## config.mk

```make
export PLATFORM = sky130hd
export DESIGN_NAME = gemm_tile_sched
export DESIGN_NICKNAME = d
export VERILOG_FILES = /design/src/rtl/gemm_pkg.sv /design/src/rtl/sched_timeout_cnt.sv /design/src/rtl/gemm_tile_sched.sv
export SDC_FILE = /design/constraint.sdc
export NUM_CORES = 1
export LEC_CHECK = 0
export ABC_CLOCK_PERIOD_IN_PS = 3800
export CORE_MARGIN = 2
export CORE_UTILIZATION = 40
export DETAILED_ROUTE_END_ITERATION = 10
export SLEW_MARGIN = 0
export SYNTH_ARGS = -nofsm -noshare
export SYNTH_HDL_FRONTEND = slang
export SYNTH_SLANG_ARGS = --single-unit
```

## constraint.sdc

```tcl
create_clock -name clk -period 3.8 [get_ports clk]
set_input_delay 0.57 -clock clk [delete_from_list [all_inputs] [get_ports clk]]
set_output_delay 0.57 -clock clk [all_outputs]
set_load 0.01 [all_outputs]
```

## src/rtl/gemm_pkg.sv

```systemverilog
// Shared types and default parameters for the GEMM tile scheduler.
package gemm_pkg;

    localparam int IDX_W_DEF   = 8;
    localparam int TIMEOUT_DEF = 1024;

    typedef enum logic [2:0] {
        ST_IDLE = 3'd0,
        ST_LOAD = 3'd1,
        ST_FIRE = 3'd2,
        ST_WAIT = 3'd3,
        ST_WB   = 3'd4,
        ST_DONE = 3'd5
    } state_e;

endpackage

```

## src/rtl/sched_timeout_cnt.sv

```systemverilog
// WAIT-state watchdog: cleared by load, counts while enabled, flags the final allowed cycle.
module sched_timeout_cnt
    import gemm_pkg::*;
#(
    parameter int TIMEOUT = TIMEOUT_DEF
) (
    input  logic clk,
    input  logic rst,
    input  logic load,
    input  logic en,
    output logic tc
);

    localparam int CNT_W = (TIMEOUT > 1) ? $clog2(TIMEOUT) : 1;
    localparam logic [CNT_W-1:0] TC_VAL = CNT_W'(TIMEOUT - 1);

    logic [CNT_W-1:0] cnt_r;

    // Cycle counter; holds at terminal count so tc stays asserted until reloaded
    always_ff @(posedge clk or negedge rst) begin
        if (!rst) begin
            cnt_r <= {CNT_W{1'b0}};
        end else if (load) begin
            cnt_r <= {CNT_W{1'b0}};
        end else if (en && !tc) begin
            cnt_r <= cnt_r + CNT_W'(1);
        end else begin
            cnt_r <= cnt_r;
        end
    end

    assign tc = (cnt_r == TC_VAL);

endmodule

```

## src/rtl/gemm_tile_sched.sv

```systemverilog
// Walks a K x N tile grid: fetch operands, launch the array, wait, write back each N tile.
module gemm_tile_sched
    import gemm_pkg::*;
#(
    parameter int IDX_W   = IDX_W_DEF,
    parameter int TIMEOUT = TIMEOUT_DEF
) (
    input  logic             clk,
    input  logic             rst,
    input  logic             start,
    input  logic [IDX_W-1:0] cfg_k_tiles,
    input  logic [IDX_W-1:0] cfg_n_tiles,
    input  logic             cfg_bias_en,
    output logic             busy,
    output logic             done,
    output logic             err,
    output logic             ld_valid,
    input  logic             ld_ready,
    output logic [IDX_W-1:0] ld_k_idx,
    output logic [IDX_W-1:0] ld_n_idx,
    output logic             arr_gen_done,
    output logic             arr_acc_clr,
    output logic             arr_bias_en,
    input  logic             arr_done,
    output logic             wb_valid,
    input  logic             wb_ready,
    output logic [IDX_W-1:0] wb_n_idx
);

    localparam logic [IDX_W-1:0] IDX_ZERO = {IDX_W{1'b0}};

    state_e state_r;
    state_e next_state_s;

    logic [IDX_W-1:0] k_r, n_r, cfg_k_r, cfg_n_r;
    logic [IDX_W-1:0] k_next_s, n_next_s, cfg_k_next_s, cfg_n_next_s;
    logic             bias_r, bias_next_s;

    logic accept_s, last_k_s, last_n_s, ld_hs_s, wb_hs_s;
    logic tmo_load_s, tmo_en_s, tmo_tc_s;

    logic             busy_next_s, done_next_s, err_next_s, ld_valid_next_s;
    logic             gen_next_s, acc_clr_next_s, bias_en_next_s, wb_valid_next_s;

    // Counters stop at cfg-1, so "last" is an equality against the latched count minus one
    function automatic logic is_last(input logic [IDX_W-1:0] idx, input logic [IDX_W-1:0] cfg);
        return (idx == (cfg - IDX_W'(1)));
    endfunction

    assign accept_s = start && (cfg_k_tiles != IDX_ZERO) && (cfg_n_tiles != IDX_ZERO);
    assign last_k_s = is_last(k_r, cfg_k_r);
    assign last_n_s = is_last(n_r, cfg_n_r);
    assign ld_hs_s  = ld_valid && ld_ready;
    assign wb_hs_s  = wb_valid && wb_ready;

    assign tmo_load_s = (state_r == ST_FIRE);
    assign tmo_en_s   = (state_r == ST_WAIT);

    sched_timeout_cnt #(
        .TIMEOUT(TIMEOUT)
    ) u_timeout (
        .clk (clk),
        .rst (rst),
        .load(tmo_load_s),
        .en  (tmo_en_s),
        .tc  (tmo_tc_s)
    );

    // FSM state register
    always_ff @(posedge clk or negedge rst) begin
        if (!rst) begin
            state_r <= ST_IDLE;
        end else begin
            state_r <= next_state_s;
        end
    end

    // Next-state decode; arr_done takes priority over the watchdog terminal count
    always_comb begin
        next_state_s = state_r;
        case (state_r)
            ST_IDLE: begin
                if (accept_s) begin
                    next_state_s = ST_LOAD;
                end else begin
                    next_state_s = ST_IDLE;
                end
            end
            ST_LOAD: begin
                if (ld_hs_s) begin
                    next_state_s = ST_FIRE;
                end else begin
                    next_state_s = ST_LOAD;
                end
            end
            ST_FIRE: begin
                next_state_s = ST_WAIT;
            end
            ST_WAIT: begin
                if (arr_done) begin
                    next_state_s = last_k_s ? ST_WB : ST_LOAD;
                end else if (tmo_tc_s) begin
                    next_state_s = ST_IDLE;
                end else begin
                    next_state_s = ST_WAIT;
                end
            end
            ST_WB: begin
                if (wb_hs_s) begin
                    next_state_s = last_n_s ? ST_DONE : ST_LOAD;
                end else begin
                    next_state_s = ST_WB;
                end
            end
            ST_DONE: begin
                next_state_s = ST_IDLE;
            end
            default: begin
                next_state_s = ST_IDLE;
            end
        endcase
    end

    // Tile index, latched config and error-pulse next values
    always_comb begin
        k_next_s     = k_r;
        n_next_s     = n_r;
        cfg_k_next_s = cfg_k_r;
        cfg_n_next_s = cfg_n_r;
        bias_next_s  = bias_r;
        err_next_s   = 1'b0;
        case (state_r)
            ST_IDLE: begin
                if (accept_s) begin
                    cfg_k_next_s = cfg_k_tiles;
                    cfg_n_next_s = cfg_n_tiles;
                    bias_next_s  = cfg_bias_en;
                    k_next_s     = IDX_ZERO;
                    n_next_s     = IDX_ZERO;
                end else if (start) begin
                    err_next_s = 1'b1;
                end else begin
                    err_next_s = 1'b0;
                end
            end
            ST_WAIT: begin
                if (arr_done) begin
                    if (!last_k_s) begin
                        k_next_s = k_r + IDX_W'(1);
                    end else begin
                        k_next_s = k_r;
                    end
                end else if (tmo_tc_s) begin
                    err_next_s = 1'b1;
                    k_next_s   = IDX_ZERO;
                    n_next_s   = IDX_ZERO;
                end else begin
                    k_next_s = k_r;
                end
            end
            ST_WB: begin
                if (wb_hs_s) begin
                    k_next_s = IDX_ZERO;
                    if (last_n_s) begin
                        n_next_s = IDX_ZERO;
                    end else begin
                        n_next_s = n_r + IDX_W'(1);
                    end
                end else begin
                    n_next_s = n_r;
                end
            end
            default: begin
                err_next_s = 1'b0;
            end
        endcase
    end

    // Index and latched-config registers
    always_ff @(posedge clk or negedge rst) begin
        if (!rst) begin
            k_r     <= IDX_ZERO;
            n_r     <= IDX_ZERO;
            cfg_k_r <= IDX_ZERO;
            cfg_n_r <= IDX_ZERO;
            bias_r  <= 1'b0;
        end else begin
            k_r     <= k_next_s;
            n_r     <= n_next_s;
            cfg_k_r <= cfg_k_next_s;
            cfg_n_r <= cfg_n_next_s;
            bias_r  <= bias_next_s;
        end
    end

    // Output decode from the upcoming state so every output can be a flop
    always_comb begin
        busy_next_s     = (next_state_s != ST_IDLE);
        done_next_s     = (next_state_s == ST_DONE);
        ld_valid_next_s = (next_state_s == ST_LOAD);
        gen_next_s      = (next_state_s == ST_FIRE);
        acc_clr_next_s  = (next_state_s == ST_FIRE) && (k_next_s == IDX_ZERO);
        bias_en_next_s  = (next_state_s == ST_FIRE) && bias_next_s
                          && is_last(k_next_s, cfg_k_next_s);
        wb_valid_next_s = (next_state_s == ST_WB);
    end

    // Registered outputs; no combinational path from ready inputs to valids
    always_ff @(posedge clk or negedge rst) begin
        if (!rst) begin
            busy         <= 1'b0;
            done         <= 1'b0;
            err          <= 1'b0;
            ld_valid     <= 1'b0;
            arr_gen_done <= 1'b0;
            arr_acc_clr  <= 1'b0;
            arr_bias_en  <= 1'b0;
            wb_valid     <= 1'b0;
            ld_k_idx     <= IDX_ZERO;
            ld_n_idx     <= IDX_ZERO;
            wb_n_idx     <= IDX_ZERO;
        end else begin
            busy         <= busy_next_s;
            done         <= done_next_s;
            err          <= err_next_s;
            ld_valid     <= ld_valid_next_s;
            arr_gen_done <= gen_next_s;
            arr_acc_clr  <= acc_clr_next_s;
            arr_bias_en  <= bias_en_next_s;
            wb_valid     <= wb_valid_next_s;
            ld_k_idx     <= k_next_s;
            ld_n_idx     <= n_next_s;
            wb_n_idx     <= n_next_s;
        end
    end

endmodule

```

After elaboration in Yosys (flattened, before gate mapping)
Index checks and enable logic that the tools add are counted.
- register bits after elaboration: 54
- bits of input ports: 23
- output and inout port bits: 32
- logic and storage cells: 86
- add/subtract/negate cells: 6
- equality and inequality tests: 16
- multiplexer cells: 31
- reductions and logical operators: 18
- operators with widths (operator ; number):
    $mux 8 ; 12
    $pmux 8 s3 ; 2
    $eq 8x8->1 ; 3
    $sub 8x1->8 const B ; 3
    $mux 10 ; 2
    $add 8x1->8 const B ; 2
    $reduce_bool 8->1 ; 2
    $pmux 3 s5 ; 1
    $mux 3 ; 4
    $add 10x1->10 const B ; 1
    $eq 10x10->1 const B ; 1
    $eq 3x2->1 const B ; 3
    $eq 3x3->1 const B ; 3
    $logic_and 1x1->1 ; 8
    $logic_not 8->1 ; 1
    $ne 2x2->1 const B ; 4
    $mux 1 ; 7
    $eq 3x1->1 const B ; 2
    $reduce_bool 3->1 ; 2
    $reduce_and 5->1 ; 1
    $mux 2 ; 2
    $logic_not 3->1 ; 1
    $pmux 1 s2 ; 1
    $reduce_and 2->1 ; 1
    other kinds (2) ; 2

Logic depth before layout (Yosys ltp)
Gate-level depths: netlist of run 1.
- word-level depth: 8
- mapped depth: 13
- gate-level depth less buffers: 12

Hierarchy
Synthesis of run 1 repeated with hierarchy kept, for this count alone.
- cells, all modules: 369
- area total of the unflattened synthesis: 3510.9 um^2
- by module, submodules not included (module ; instances ; cells an instance ; area each (um^2) ; sequential area each (um^2)):
    gemm_tile_sched ; 1 ; 313 ; 2936.6 ; 1101.1
    sched_timeout_cnt ; 1 ; 56 ; 574.3 ; 250.2

Least setup slack after synthesis of run 1
No wires, ideal clock.
- path type: input -> register
- start point: input cfg_k_tiles[0]
- end point: register arr_bias_en
- setup time: 122 ps
- arrival time: 3419 ps
- data required time: 3678 ps
- slack: 259 ps
- cell stages on the path: 12
- path buffers: 2
- path through: or3_4 -> or4_4 -> o311ai_4 -> buf_6 -> buf_2 -> mux2i_1 -> ha_1 -> nor2b_1 -> nor2b_1 -> xor2_1 -> nor3b_1 -> o2111a_1
- word-level cells in the longest chain between the ends: 8
- elaborated cells on any way between the ends: 16
- those cells by class: add/sub: 1; eq/ne: 2; mux: 8; reduce/logical: 5
- ends and longest elaborated chain (item ; line ; source):
    start, declared ; gemm_tile_sched.sv:11 ; input logic [IDX_W-1:0] cfg_k_tiles,
    $reduce_bool 8->1 ; gemm_tile_sched.sv:50 ; assign accept_s = start && (cfg_k_tiles != IDX_ZERO) && (cfg_n_tiles != IDX_ZERO);
    $logic_and 1x1->1 (2 in a row) ; gemm_tile_sched.sv:50 ;
    $mux 8 / $mux 1 (equally long branches) ; gemm_tile_sched.sv:134, gemm_tile_sched.sv:83 ;
    $mux 8 / $pmux 3 s5 (equally long branches) ; gemm_tile_sched.sv:132, gemm_tile_sched.sv:81 ;
    $sub 8x1->8 / $eq 3x2->1 (equally long branches) ; gemm_tile_sched.sv:47, gemm_tile_sched.sv:203 ;
    $eq 8x8->1 / $logic_and 1x1->1 (equally long branches) ; gemm_tile_sched.sv:47, gemm_tile_sched.sv:203 ;
    $logic_and 1x1->1 * ; gemm_tile_sched.sv:204 ; && is_last(k_next_s, cfg_k_next_s);
    net bias_en_next_s ; gemm_tile_sched.sv:43 ; logic gen_next_s, acc_clr_next_s, bias_en_next_s, wb_valid_next_s;
    end signal, assigned ; gemm_tile_sched.sv:229 ; arr_bias_en <= bias_en_next_s;
    end, declared ; gemm_tile_sched.sv:23 ; output logic arr_bias_en,
The timed path passes the listed nets; every way through them passes the cells marked *.
A chain may end at the register's enable or synchronous reset.

Worst setup path after layout of run 1
Ends and elaborated chain as after synthesis.

==> run metrics, run 1 <==
status=complete, no violations; PD cells=588 nW/um2; final worst path period share=0.896; xor/xnor share of the synthesized area=0.106; reg2reg start=cfg_k_r[0]; Worst-Margin Slew=1.01 ns; critical path's slowest cell=or4_4; RSZ-0062 raised after global routing=false; MaxCap Viol Count=0; CTS Buf Count=5; Layout area overhead=21.0%; Final #Nets=between 400 and 500; Clock Tree Buf Depth=2; DRT Wirelength=between 8000 and 9000 um; Worst path most repeated cell=nor2b_1; reg2reg end=arr_acc_clr; max-slew violation count=0; H-tree depth=2; Rows=33; Global Route Usage Sum=0.185; drt pass-1 iters=5; Leakage=between 1.5 and 2 nW; share of cells above drive strength 1=0.105; Post-Syn Area per Cell=roughly 9.5 um2; ys flop type=dfrtp_1; CP arrival=3.61 ns; number of global-route vias before repair=roughly 2600; leading area contributor after synthesis=dfrtp_1; IR Drop Worst-Case VDD=roughly 250 uV; Clk pin slew, worst setup/hold paths=approximately 0.1 ns; # clock sinks=54; Critical Path RT=roughly 4 ns; via/cell ratio=around 5.4; setup TNS=0 ns; initial core utilization=0.412; Crit Path Category=in -> reg; Post-Synth Adder-Cell Area=0.0222; Rel. slew slack=0.324; post-cts resize count=0; ANT cells=0; post-DR wirelength/cell=approximately 16 um; post-synthesis cell type count=59; Routed Antenna Nets=0; # IOs=55; #FFs+latches synth=54; PortBufs=54; Post-synth ARST share=1.00; CTS tree=done; sequential area share after synthesis=0.399; Syn Inst Count=approximately 360; root buf cell=clkbuf_8; fin cells=just over 500; gpl congestion=~0.85; Ys Warns=0; first-pass GRT wire length=approximately 13000 um; cells along the critical path=clkdlybuf4s50_1 > or3_4 > or4_4 > o311ai_4 > mux2i_1 > ha_1 > nor2b_1 > nor2b_1 > xor2_1 > nor3b_1 > o2111a_1; CP peak stage delay=about 0.44 ns; Synth Area in Compound Gates=0.130; FMAX=294 MHz; Max FO, Critical Path=4; main combinational cell family by area after synthesis=simple AND/OR/NAND/NOR gates; CP endpoint kind=register; hpwl dp=roughly 6200 um; Die H=about 96 um; Hold Buf Count CTS=0; clock skew=0.00982 ns; share of the synthesized area in the top cell type=0.399; DR vias=~2800; initial drt markers=159; Startpoint Class=input pin; clock latency on the worst-skew pair=around 0.30 ns; cell total after placement=around 510; Die ar.=between 9000 and 10000 um2; simple-gate share of the synthesized area=0.239; largest net degree at the start of global routing=30; fraction of synthesized area in multiplexers=0.0598; Die Wd=between 90 and 100 um; EDFF count, synth=0; Fillers=between 700 and 800; Hold Violations, Final=0; DRC=0; final setup vio count=0; GR Overflow Total=0; R2R cell count=11; commonest non-fill, non-tap cells in the layout=54 x dfrtp_1, 53 x clkdlybuf4s50_1, 33 x nand2_1, 23 x nor2_1, 22 x xor2_1; synth top area cells=dfrtp_1 40%, xor2_1 5.7%, xnor2_1 4.9%, mux2_2 4.3%, nand2_1 3.7%; Hold Worst Slack=~0.25 ns; initial antenna violation count=0; reg-to-reg setup timing slack=between 0.6 and 0.7 ns; post-CTS setup buffers=0; synthesized net count=384; min Tclk post-route=between 3 and 4 ns; cell area after synthesis=approximately 3400 um2; core area=about 8000 um2; most common cell after layout, fill and taps aside=dfrtp_1; Tightest Hold Check Type=in -> async
[area by class of cell]
| type | count | area [um2] | area share |
|---|---|---|---|
| repair buffers | 61 | 588 | 0.144 |
| inverters | 13 | 48.8 | 0.0119 |
| well taps | 105 | 131 | 0.0321 |
| multi-input cells | 272 | 1890 | 0.460 |
| clock inverters | 1 | 5.00 | 0.00122 |
| flip-flops and latches | 54 | 1350 | 0.330 |
| clock buffers | 7 | 86.3 | 0.0211 |
[sequential cells by signal, summed over array words and instances, names as in the netlist, 3 cells and up]
register / flops
u_timeout.cnt_r: 10
cfg_k_r: 8
cfg_n_r: 8
ld_k_idx: 8
wb_n_idx: 8
state_r: 3
[kinds of logic after synthesis]
kind of cell / Yosys count
AOI/OAI and AO/OA: 59
muxes: 18
adders and majority gates: 6
buffers and inverters: 29
and+or+nand+nor: 148
DFF: 54
xor gates and xnor gates: 41
[per-layer routing]
metal / track usage / up-vias / routed length [um]
li1: - / 1361 / -
met1: 0.267 / 1345 / 3990
met2: 0.299 / 75 / 3730
met3: 0.0258 / 6 / 352
met4: 0.0369 / 0 / 84
met5: 0 / - / 0
[through the flow]
stage	power (mW)	setup slack [ns]	cell area, um2	utilization
6_report	2.41	0.395	4100	0.499
5_1_grt	2.60	0.260	4100	0.499
4_1_cts	2.43	0.406	4100	0.499
3_5_place_dp	2.08	0.0781	4010	0.488
3_3_place_gp	2.07	0.168	4010	0.488
2_1_floorplan	1.75	0.259	3390	-
[synthesized netlist by cell type, drive strengths merged (2+ instances only)]
master and instances:
nand3b 4, nand3 21, inv 13, nor2b 8
o2111ai 2, o31ai 7, a31oi 3, mux2i 3
xor2 22, nor3b 6, nor3 12, clkbuf 5
and4 3, nand2b 8, nand4 6, a21oi 12
and2 3, dfrtp 54, mux2 15, or3 3
and3b 2, nand2 33, and3 4, xnor2 19
nor4 6, a211oi 2, buf 11, nor2 24
ha 6, o21ai 20
[worst max path at each step]
stage,from,endpoint,slack (ns),cells past startpoint
detailed placement,cfg_k_tiles[0],arr_bias_en,0.08,11
global placement,cfg_k_tiles[0],arr_bias_en,0.17,11
CTS,cfg_k_tiles[0],arr_bias_en,0.41,11
floorplan,cfg_k_tiles[0],arr_bias_en,0.26,12
global route,cfg_k_tiles[0],arr_bias_en,0.26,11
finish,cfg_k_tiles[0],arr_bias_en,0.40,11
[power by group]
| group | total, mW | internal, mW | switching, mW |
|---|---|---|---|
| clock | 0.335 | 0.148 | 0.187 |
| combinational | 1.15 | 0.548 | 0.602 |
| sequential | 0.926 | 0.724 | 0.202 |
| total | 2.41 | 1.42 | 0.991 |
[critical path: cells and delay by family]
kind | cells | cell delay [ns]
simple gates | 5 | 1.32
compound gates | 2 | 0.59
buf+inv | 1 | 0.42
mux | 1 | 0.29
fa+ha+maj | 1 | 0.22
xor+xnor | 1 | 0.18
Power figures use the tool's default switching activity.
==> run 2, diff against run 1 <==
CELL_PAD_IN_SITES_DETAIL_PLACEMENT = 2   (was unset)
CELL_PAD_IN_SITES_GLOBAL_PLACEMENT = 2   (was unset)
CORE_UTILIZATION = 33   (was 40)
PLACE_DENSITY_LB_ADDON = 0.1   (was unset)
==> run metrics, run 2 (synthesized netlist as in run 1, its figures left out) <==
Final #Nets=approximately 440; MaxCap Viol Count=0; fin cells=approximately 540; gpl congestion=0.812; # IOs=55; CP arrival=~3.7 ns; Hold Violations, Final=0; max reg flops=10; root buf cell=clkbuf_8; FMAX=roughly 290 MHz; Worst-Margin Slew=between 0.9 and 1 ns; initial drt markers=66; critical path's slowest cell=dfrtp_1; status=complete, no violations; DRC=0; Tightest Hold Check Type=in -> async; final setup vio count=0; post-DR wirelength/cell=about 19 um; initial antenna violation count=0; most common cell after layout, fill and taps aside=dfrtp_1; H-tree depth=2; initial core utilization=0.343; post-cts resize count=0; drt pass-1 iters=4; Layout area overhead=22.7%; Startpoint Class=register; Clock Tree Buf Depth=2; Worst path most repeated cell=inv_1; Hold Buf Count CTS=0; Rel. slew slack=0.391; max-slew violation count=0; clock skew=approximately 0.012 ns; Hold Worst Slack=between 0.3 and 0.4 ns; # clock sinks=between 50 and 60; first-pass GRT wire length=approximately 17000 um; number of global-route vias before repair=3112; CTS tree=done; Die Wd=around 110 um; Routed Antenna Nets=0; commonest non-fill, non-tap cells in the layout=54 x dfrtp_1, 53 x clkdlybuf4s50_1, 33 x nand2_1, 23 x nor2_1, 22 x xor2_1; clock latency on the worst-skew pair=~0.31 ns; ANT cells=0; Die ar.=roughly 11000 um2; PD cells=a little under 600 nW/um2; largest net degree at the start of global routing=39; GR Overflow Total=0; Global Route Usage Sum=0.190; CP peak stage delay=roughly 0.5 ns; Leakage=~1.7 nW; share of cells above drive strength 1=0.112; CP endpoint kind=register; post-CTS setup buffers=0; Clk pin slew, worst setup/hold paths=0.10 ns; Crit Path Category=reg -> reg; DR vias=2863; Rows=36; final worst path period share=0.918; Critical Path RT=4.04 ns; Die H=approximately 110 um; core area=between 9000 and 10000 um2; hpwl dp=8010 um; overall power=roughly 2.5 mW; min Tclk post-route=between 3 and 4 ns; IR Drop Worst-Case VDD=approximately 330 uV; cell total after placement=roughly 540; Most flops, register=u_timeout.cnt_r; cells along the critical path=inv_1 > ha_1 > xor2_1 > nand3_1 > a2111oi_4 > nand2_1 > and3_1 > a211oi_1 > inv_1 > nor4_1 > and3b_1; via/cell ratio=approximately 5.3; CTS Buf Count=5; RSZ-0062 raised after global routing=false; setup TNS=0 ns; DRT Wirelength=10100 um; Max FO, Critical Path=8; PortBufs=54
## run 2: cell count changes in the layout (fill, tap and decap cells not counted)
cell	change
buf_4	+3
## run 2: routing by layer
metal | vias up | global-route usage | routed length, um
met5 | - | 0 | 0
met4 | 0 | 0.0314 | 72
met3 | 5 | 0.0260 | 232
met2 | 42 | 0.319 | 4920
met1 | 1452 | 0.265 | 4880
li1 | 1364 | - | -
## run 2: path summary, 6_finish.rpt
| kind | startpoint | end | slack [ns] | depth (start not counted) |
|---|---|---|---|---|
| min | rst | busy | 0.39 | 1 |
| max | cfg_k_r[0] | arr_acc_clr | 0.31 | 11 |
| max reg2reg | cfg_k_r[0] | arr_acc_clr | 0.31 | 11 |
| max in group asynchronous | rst | u_timeout.cnt_r[4] | 2.63 | 2 |
| min in group clk | bias_r | bias_r | 0.52 | 1 |
| min reg2reg | bias_r | bias_r | 0.52 | 1 |
## run 2: stage by stage
step	instance area (um2)	utilization	worst slack, ns
global route	4160	0.421	0.0103
detailed placement	4060	0.412	0.0154
global placement	4060	0.412	0.122
finish	4160	0.421	0.311
floorplan	3390	-	0.259
CTS	4160	0.421	0.321
## run 2: critical path, delay by kind of cell (launching register included)
| family | cells | cell delay, ns |
|---|---|---|
| AND/OR/NAND/NOR | 5 | 1.39 |
| flip-flops | 1 | 0.51 |
| AO/OA/AOI/OAI | 2 | 0.87 |
| buffers and inverters | 2 | 0.19 |
| adder cells (fa/ha/maj) | 1 | 0.31 |
| XOR/XNOR | 1 | 0.14 |
## run 2: layout make-up
class	instances	area [um2]
fill	1062	5710
multi-input combinational	272	1890
sequential	54	1350
timing repair buffer	64	611
tap	133	166
clock buffer	7	86.3
inverter	13	48.8
clock inverter	1	5.00
## run 2: where the power goes
group / switching (mW) / internal [mW] / total (mW)
Sequential: 0.204 / 0.724 / 0.928
Clock: 0.190 / 0.148 / 0.337
Combinational: 0.644 / 0.564 / 1.21
Total: 1.04 / 1.44 / 2.47
